### config.mk
export PLATFORM = sky130hd
export DESIGN_NAME = locals_frame_unit
export DESIGN_NICKNAME = d
export VERILOG_FILES = /design/src/rtl/locals_frame_unit.sv
export SDC_FILE = /design/constraint.sdc
export NUM_CORES = 2
export LEC_CHECK = 0
export BUFFER_PORTS_ARGS = -buffer_cell sky130_fd_sc_hd__buf_2
export CAP_MARGIN = 15
export CORE_UTILIZATION = 40
export DETAILED_ROUTE_END_ITERATION = 8
export PLACE_DENSITY = 0.62
export RECOVER_POWER = 100
export SYNTH_ARGS = -nofsm -noshare
export SYNTH_HDL_FRONTEND = slang
export SYNTH_MEMORY_MAX_BITS = 65536
export SYNTH_SLANG_ARGS = --single-unit
### constraint.sdc
create_clock -name clk -period 10.64 [get_ports clk]
set_input_delay 2.66 -clock clk [delete_from_list [all_inputs] [get_ports clk]]
set_output_delay 2.66 -clock clk [all_outputs]
set_load 0.005 [all_outputs]
### src/rtl/locals_frame_unit.sv
// locals_frame_unit: typed local-variable store with a call-frame stack for the wasm CPU.
// Locals live in a sync-read RAM of {type,data}; each pushed frame is zero-filled one entry per cycle.
module locals_frame_unit #(
   parameter bit          USE_64B  = 1'b1,
   parameter int unsigned LOCAL_AW = 6,
   parameter int unsigned FRAME_AW = 3
) (
   input  logic                clk,
   input  logic                reset,
   input  logic                op_valid,
   output logic                op_ready,
   input  logic [2:0]          op,
   input  logic [LOCAL_AW-1:0] index,
   input  logic [LOCAL_AW:0]   frame_size,
   input  logic [63:0]         wdata,
   input  logic [1:0]          wtype,
   output logic [63:0]         rdata,
   output logic [1:0]          rtype,
   output logic                rvalid,
   output logic [FRAME_AW:0]   frame_level,
   output logic [3:0]          trap
);

   localparam int unsigned AW1    = LOCAL_AW + 1;
   localparam int unsigned AW2    = LOCAL_AW + 2;
   localparam int unsigned LW     = FRAME_AW + 1;
   localparam int unsigned EW     = 66;
   localparam int unsigned DEPTH  = 2 ** LOCAL_AW;
   localparam int unsigned FDEPTH = 2 ** FRAME_AW;

   localparam logic [2:0] OP_GET  = 3'd0;
   localparam logic [2:0] OP_SET  = 3'd1;
   localparam logic [2:0] OP_TEE  = 3'd2;
   localparam logic [2:0] OP_PUSH = 3'd3;
   localparam logic [2:0] OP_POP  = 3'd4;

   localparam logic [1:0] TY_I32 = 2'd0;
   localparam logic [1:0] TY_I64 = 2'd1;
   localparam logic [1:0] TY_F64 = 2'd3;

   localparam logic [3:0] TRAP_NONE            = 4'd0;
   localparam logic [3:0] TRAP_BAD_OP          = 4'd1;
   localparam logic [3:0] TRAP_NO_64B          = 4'd2;
   localparam logic [3:0] TRAP_BAD_INDEX       = 4'd3;
   localparam logic [3:0] TRAP_FRAME_OVERFLOW  = 4'd4;
   localparam logic [3:0] TRAP_FRAME_UNDERFLOW = 4'd5;

   typedef enum logic [1:0] {S_IDLE, S_READ, S_INIT, S_HALT} state_t;

   state_t           state_q, state_d;
   logic [AW1-1:0]   base_q, base_d, size_q, size_d, fill_q, fill_d;
   logic [LW-1:0]    level_q, level_d;
   logic [3:0]       trap_q, trap_d;
   logic [63:0]      rdata_q, rdata_d;
   logic [1:0]       rtype_q, rtype_d;
   logic             rvalid_q, rvalid_d;
   logic             ready_q, ready_d;

   logic [EW-1:0]    mem [DEPTH];
   logic [EW-1:0]    ram_q;
   logic [AW1-1:0]   fs_base [FDEPTH];
   logic [AW1-1:0]   fs_size [FDEPTH];

   logic                accept, is_wr, is_acc, is_64;
   logic [AW2-1:0]      end_sum;
   logic [3:0]          trap_code;
   logic [AW1-1:0]      acc_addr;
   logic [63:0]         wdata_st;
   logic [FRAME_AW-1:0] push_idx, pop_idx;
   logic                mem_we, mem_re, fs_we;
   logic [LOCAL_AW-1:0] mem_waddr, mem_raddr;
   logic [EW-1:0]       mem_wentry;

   assign accept   = op_valid & ready_q;
   assign is_wr    = (op == OP_SET) || (op == OP_TEE);
   assign is_acc   = is_wr || (op == OP_GET);
   assign is_64    = (wtype == TY_I64) || (wtype == TY_F64);
   assign acc_addr = base_q + AW1'(index);
   assign end_sum  = AW2'(base_q) + AW2'(size_q) + AW2'(frame_size);
   assign wdata_st = USE_64B ? wdata : {32'd0, wdata[31:0]};
   assign push_idx = FRAME_AW'(level_q);
   assign pop_idx  = FRAME_AW'(level_q - LW'(1));

   // Trap classification of the presented op, highest priority first
   always_comb begin
      trap_code = TRAP_NONE;
      if (op > OP_POP)
         trap_code = TRAP_BAD_OP;
      else if (is_wr && !USE_64B && is_64)
         trap_code = TRAP_NO_64B;
      else if (is_acc && (AW1'(index) >= size_q))
         trap_code = TRAP_BAD_INDEX;
      else if ((op == OP_PUSH) && ((level_q == LW'(FDEPTH)) || (end_sum > AW2'(DEPTH))))
         trap_code = TRAP_FRAME_OVERFLOW;
      else if ((op == OP_POP) && (level_q == '0))
         trap_code = TRAP_FRAME_UNDERFLOW;
   end

   always_comb begin
      state_d    = state_q;
      base_d     = base_q;
      size_d     = size_q;
      level_d    = level_q;
      fill_d     = fill_q;
      trap_d     = trap_q;
      rdata_d    = rdata_q;
      rtype_d    = rtype_q;
      rvalid_d   = 1'b0;
      mem_we     = 1'b0;
      mem_re     = 1'b0;
      fs_we      = 1'b0;
      mem_waddr  = LOCAL_AW'(acc_addr);
      mem_raddr  = LOCAL_AW'(acc_addr);
      mem_wentry = {wtype, wdata_st};
      unique case (state_q)
         S_IDLE: begin
            if (accept) begin
               if (trap_code != TRAP_NONE) begin
                  trap_d  = trap_code;
                  state_d = S_HALT;
               end else begin
                  unique case (op)
                     OP_GET: begin
                        mem_re  = 1'b1;
                        state_d = S_READ;
                     end
                     OP_SET: mem_we = 1'b1;
                     OP_TEE: begin
                        mem_we   = 1'b1;
                        rvalid_d = 1'b1;
                        rdata_d  = wdata;
                        rtype_d  = wtype;
                     end
                     OP_PUSH: begin
                        fs_we   = 1'b1;
                        base_d  = base_q + size_q;
                        size_d  = frame_size;
                        level_d = level_q + LW'(1);
                        fill_d  = '0;
                        if (frame_size != '0) state_d = S_INIT;
                     end
                     default: begin
                        base_d  = fs_base[pop_idx];
                        size_d  = fs_size[pop_idx];
                        level_d = level_q - LW'(1);
                     end
                  endcase
               end
            end
         end
         S_READ: begin
            rvalid_d = 1'b1;
            rdata_d  = ram_q[63:0];
            rtype_d  = ram_q[65:64];
            state_d  = S_IDLE;
         end
         S_INIT: begin
            mem_we     = 1'b1;
            mem_waddr  = LOCAL_AW'(base_q + fill_q);
            mem_wentry = {TY_I32, 64'd0};
            fill_d     = fill_q + AW1'(1);
            if (fill_q == size_q - AW1'(1)) state_d = S_IDLE;
         end
         default: ;
      endcase
      ready_d = (state_d == S_IDLE) && (trap_d == TRAP_NONE);
   end

   always_ff @(posedge clk) begin
      if (reset) state_q <= S_IDLE;
      else       state_q <= state_d;
   end

   always_ff @(posedge clk) begin
      if (reset) begin
         base_q   <= '0;
         size_q   <= '0;
         level_q  <= '0;
         fill_q   <= '0;
         trap_q   <= TRAP_NONE;
         rdata_q  <= '0;
         rtype_q  <= TY_I32;
         rvalid_q <= 1'b0;
         ready_q  <= 1'b1;
      end else begin
         base_q   <= base_d;
         size_q   <= size_d;
         level_q  <= level_d;
         fill_q   <= fill_d;
         trap_q   <= trap_d;
         rdata_q  <= rdata_d;
         rtype_q  <= rtype_d;
         rvalid_q <= rvalid_d;
         ready_q  <= ready_d;
      end
   end

   // Storage arrays carry no reset; writes are suppressed while reset is asserted
   always_ff @(posedge clk) begin
      if (!reset && mem_we) mem[mem_waddr] <= mem_wentry;
      if (mem_re) ram_q <= mem[mem_raddr];
      if (!reset && fs_we) begin
         fs_base[push_idx] <= base_q;
         fs_size[push_idx] <= size_q;
      end
   end

   assign op_ready    = ready_q;
   assign rdata       = rdata_q;
   assign rtype       = rtype_q;
   assign rvalid      = rvalid_q;
   assign frame_level = level_q;
   assign trap        = trap_q;

endmodule

======== Word-level counts from Yosys, hierarchy flattened ========
Memory sizes are Yosys's and may differ from the RTL's. A register that Yosys moved wholly into a read port is not among the register bits.
Index checks and enable logic that the tools add are counted.
storage, ports and cells
  register bits ........................... 99
  bits in writable memories ............... 4336
  memories ................................ 3
  output and inout bits ................... 76
  logic and storage cells ................. 114
  input bits .............................. 85
cells by class
  muxes and demuxes ....................... 50
  bitwise logic cells ..................... 3
  reductions and logical operators ........ 24
  add/subtract/negate cells ............... 9
  magnitude comparators ................... 3
  equality and inequality tests ........... 12
memory list
  name     words  width  rd ports  clocked after Yosys merged registers in  write ports  RTL line  source
  mem      64     66     1         1                                        1            59        logic [EW-1:0] mem [DEPTH];
  fs_base  8      7      1         0                                        1            61        logic [AW1-1:0] fs_base [FDEPTH];
  fs_size  8      7      1         0                                        1            62        logic [AW1-1:0] fs_size [FDEPTH];
operator list
  cell                                                                              count
  64-bit two-way mux                                                                3
  64-bit one-hot mux with 2 select lines                                            1
  66-bit two-way mux                                                                1
  7-bit one-hot mux with 2 select lines                                             3
  7-bit two-way mux                                                                 3
  1-bit two-way mux                                                                 18
  2-bit two-way mux                                                                 7
  6-bit adder                                                                       2
  3-bit two-way mux                                                                 4
  4-bit two-way mux                                                                 3
  4-bit AND reduction                                                               3
  7-bit by 7-bit adder with 8-bit output                                            1
  8-bit by 7-bit adder with 8-bit output                                            1
  8-bit by 7-bit greater-than comparator with 1-bit output (second input constant)  1
  4-bit logical NOT                                                                 2
  2-bit inequality test (second input constant)                                     4
  2-bit one-hot mux with 2 select lines                                             2
  4-bit one-hot mux with 2 select lines                                             1
  7-bit by 1-bit adder with 7-bit output (second input constant)                    1
  7-bit adder                                                                       1
  7-bit == test                                                                     1
  6-bit by 7-bit greater-or-equal comparator with 1-bit output                      1
  7-bit nonzero test                                                                1
  7-bit by 1-bit subtractor with 7-bit output (second input constant)               1
  23 further kinds                                                                  35

======== Depth between registers and ports, before layout ========
  depth in word-level cells ............... 15
  depth in mapped cells ................... 13
  mapped depth without buffers ............ 11

======== Least setup slack after synthesis ========
Ideal clock, no wire load.
  path kind ............................... in2reg
  start point ............................. in index[0]
  end point ............................... mem mem[39][0], enable pin
  arrival ................................. 7.663 ns
  library setup time ...................... 0.491 ns
  slack ................................... 2.487 ns
  required time ........................... 10.149 ns
  cell stages on the path ................. 10
  cells stage by stage .................... ha_1 fa_1 clkbuf_1 clkbuf_1 clkbuf_1 clkbuf_1 nand2_1 o22ai_1 nand2_1 nor2_1
on the way
  word-level cells in the longest chain between the ends .. 11
RTL lines
  element                                                       RTL line  source
  start: declaration                                            13        input logic [LOCAL_AW-1:0] index,
  6-bit by 7-bit greater-or-equal comparator with 1-bit output  91        else if (is_acc && (AW1'(index) >= size_q))
  1-bit logical AND                                             91
  3-bit two-way mux                                             91
  3-bit two-way mux                                             87        if (op > OP_POP)
  4-bit nonzero test                                            118       if (trap_code != TRAP_NONE) begin
  1-bit two-way mux                                             118
  1-bit two-way mux                                             117       if (accept) begin
  1-bit one-hot mux with 2 select lines                         115       unique case (state_q)
  1-bit logical AND                                             200       if (!reset && mem_we) mem[mem_waddr] <= mem_wentry;
  1-bit two-way mux                                             200
  1-bit two-way mux (implied by the code)                       200
  end: declaration                                              59
Several ways; a longest one is shown, not always the timed one.

======== Worst setup path in the final report ========
  start point ............................. in index[0]
  end point ............................... mem mem[26][28], enable pin
The elaborated chain is that of the path after synthesis.

==> results_dict.tcl <==
set metrics [dict create \
    status "finished with violations" \
    violations "max-capacitance violations, max-slew violations" \
    max_slew_margin_pct -182 \
    start_kind "input pin" \
    final_net_count 7842 \
    num_vias 81800 \
    cts_tree "done" \
    fmax_mhz 114 \
    rsz0062_at_grt "no" \
    post-dp-hpwl_mm 237 \
    end_kind "register" \
    async_flop_share_pct 0 \
    grt_max_degree 142 \
    startpoint "index[0]" \
    io_pins 161 \
    wl_per_cell_um 33.1 \
    yosys_warnings 0 \
    cp_max_fo 57 \
    clk_latency_ns 0.98 \
    seq_area_frac_synth_pct 77.5 \
    drive_gt1_share_pct 27.7 \
    hold_viol_final 0 \
    clk_root_buffer_cell "clkbuf_16" \
    ctsHtreeMaxLevel 5 \
    ant_nets 0 \
    place.gp.congestion 0.797 \
    wl_mm 457 \
    period_minus_slack_ns 8.79 \
    synth_edf_count 4402 \
    cts.sinks 4501 \
    hold_ws_ns 0.482 \
    drv_cap 172 \
    row_count 241 \
    ys_ff_latch 4501 \
    reg2reg_depth 5 \
    synth_ff_type "edfxtp_1" \
    path_class "input pin to register" \
    hp-class "register to register" \
    port-buffer-count 160 \
    tns_ns 0 \
    leakage_nw 59.8 \
    setup_viol 0 \
    crit_required_ns 11.12 \
    stdcell_count 13800 \
    core_area_um2 431000 \
    synth.distinct_cells 69 \
    path_clk_slew_ns 0.06 \
    overflow 0 \
    antenna_found_initial 21 \
    die-area_um2 435000 \
    rr_startpoint "state_q[0]" \
    avgSynthCellArea_um2 23.9 \
    worst_pin_slew_ns 4.23 \
    finalPower_w 0.0388 \
    cts_setup_buffers 0 \
    vdd_ir_drop_max_v 0.000151 \
    dpl.cell_count 13000 \
    timing.rr.end "mem[4][53]" \
    crit_arrival_ns 9.26 \
    area_growth_pct 12.8 \
    grt_pass1_vias 82400 \
    netlist_instances 7253 \
    die_y_um 660 \
    initial_core_util_pct 40.2 \
    cts_resized 0 \
    grt_pass1_wl_mm 639 \
    worst_clock_skew_ns 0.0425 \
    rrSetupSlack_ns 2.55 \
    cts_hold_repair.buffers 0 \
    via_per_inst 5.93 \
    fin_util_pct 45.3 \
    endpoint "mem[26][28]" \
    route.detailed.drc 0 \
    clockBufferDepth 4 \
    drv_slew 6815 \
    cts-buffers-inserted 436 \
    drt_iter0_drc 10500 \
    syn-num-nets 7382 \
    powerDensity_nw_per_um2 199 \
    fin_crit_sh_pct 82.6 \
    grt_usage_pct 20.7 \
    final_common_cell "edfxtp_1" \
    final_cell_mix "edfxtp_1 (4402), mux4_2 (1348), clkbuf_16 (442)" \
    syn-cell-area_um2 173000 \
    die_x_um 660 \
    firstDrtPassIters 7 \
]
[power by group]
group / switching [W] / internal [W] / leakage [nW]
sequential: 0.0000572 / 0.0202 / 40.7
combinational: 0.00232 / 0.00137 / 12.5
clock: 0.00662 / 0.00820 / 6.63
total: 0.00899 / 0.0298 / 59.8
[worst min-delay path by stage]
stage / from / endpoint / cells after the start / slack [ns]
final: trap[2] / trap[2] / 2 / 0.48
after global routing: trap[2] / trap[2] / 2 / 0.50
after CTS: trap[2] / trap[2] / 2 / 0.48
after detailed placement: trap[2] / trap[2] / 2 / 0.47
after global placement: trap[2] / trap[2] / 2 / 0.46
after floorplan: trap[2] / trap[2] / 2 / 0.47
[per-layer routing]
layer	global-route usage, %	wire (um)	vias to the layer above
met2	34.2	224000	4063
met4	5.41	13300	0
li1	-	-	32200
met3	3.99	41900	661
met5	0	0	-
met1	28.3	177000	44900
[flip-flops by register name, indices dropped and copies added, names as in the netlist]
signal / cells
fill_q: 7
base_q: 7
trap: 4
rtype: 2
fs_base: 56
size_q: 7
fs_size: 56
op_ready: 1
mem: 4224
ram_q: 66
rvalid: 1
frame_level: 4
state_q: 2
rdata: 64
[Yosys cell counts, types with 6 or more instances]
master | instances | share of area [%]
nand2b_1 | 8 | 0.029
inv_1 | 23 | 0.050
nor2_1 | 154 | 0.33
xnor2_1 | 24 | 0.12
o2111ai_1 | 10 | 0.051
and2_1 | 70 | 0.25
o31ai_1 | 8 | 0.035
nor2b_1 | 70 | 0.25
a21oi_1 | 105 | 0.30
mux2i_1 | 150 | 0.87
nand4_1 | 6 | 0.022
dfxtp_1 | 99 | 1.1
a211oi_1 | 133 | 0.58
o21ai_0 | 30 | 0.087
edfxtp_1 | 4402 | 76
buf_1 | 44 | 0.095
buf_2 | 93 | 0.27
nor3_1 | 16 | 0.046
nand3_1 | 19 | 0.055
clkbuf_1 | 255 | 0.55
xor2_1 | 6 | 0.030
fa_1 | 11 | 0.13
mux4_2 | 1348 | 18
ha_1 | 33 | 0.24
nand2_1 | 39 | 0.085
[cell families (layout without fill, tap and decap cells)]
logic type                 after synthesis  count (layout)  synth area share (%)
AOI/OAI and AO/OA                      342             342                  1.32
xor gates and xnor gates                30              30                 0.152
adders and majority gates               44              44                 0.366
buffers and inverters                  420            1239                 0.991
DFF                                   4501            4501                  77.5
muxes                                 1502            1502                  18.4
other                                    0               8                     0
and+or+nand+nor                        414             414                  1.21
[worst max-delay path, stage by stage]
cell and delay (ns):
clkbuf_1 0.14, ha_4 0.20, fa_1 1.69, buf_12 0.49, nand2_1 0.16, o22ai_1 0.30, nand2_1 0.38, nor2_4 0.23
clkbuf_1 2.76
[stage by stage]
step	setup slack (ns)	instance area, um^2
after floorplan	2.49	173000
final	1.85	195000
after global routing	1.80	195000
after CTS	3.78	196000
after detailed placement	2.72	182000
after global placement	2.34	182000
[cell type report]
class	count	area (um^2)
diodes	8	20.0
clock buffers	548	11500
clock inverters	249	2040
fillers	35200	236000
inverters	23	86.3
multi-input cells	2332	37400
flip-flops and latches	4501	134000
well taps	5710	7140
repair buffers	419	2810
(Power assumes the default switching activity.)
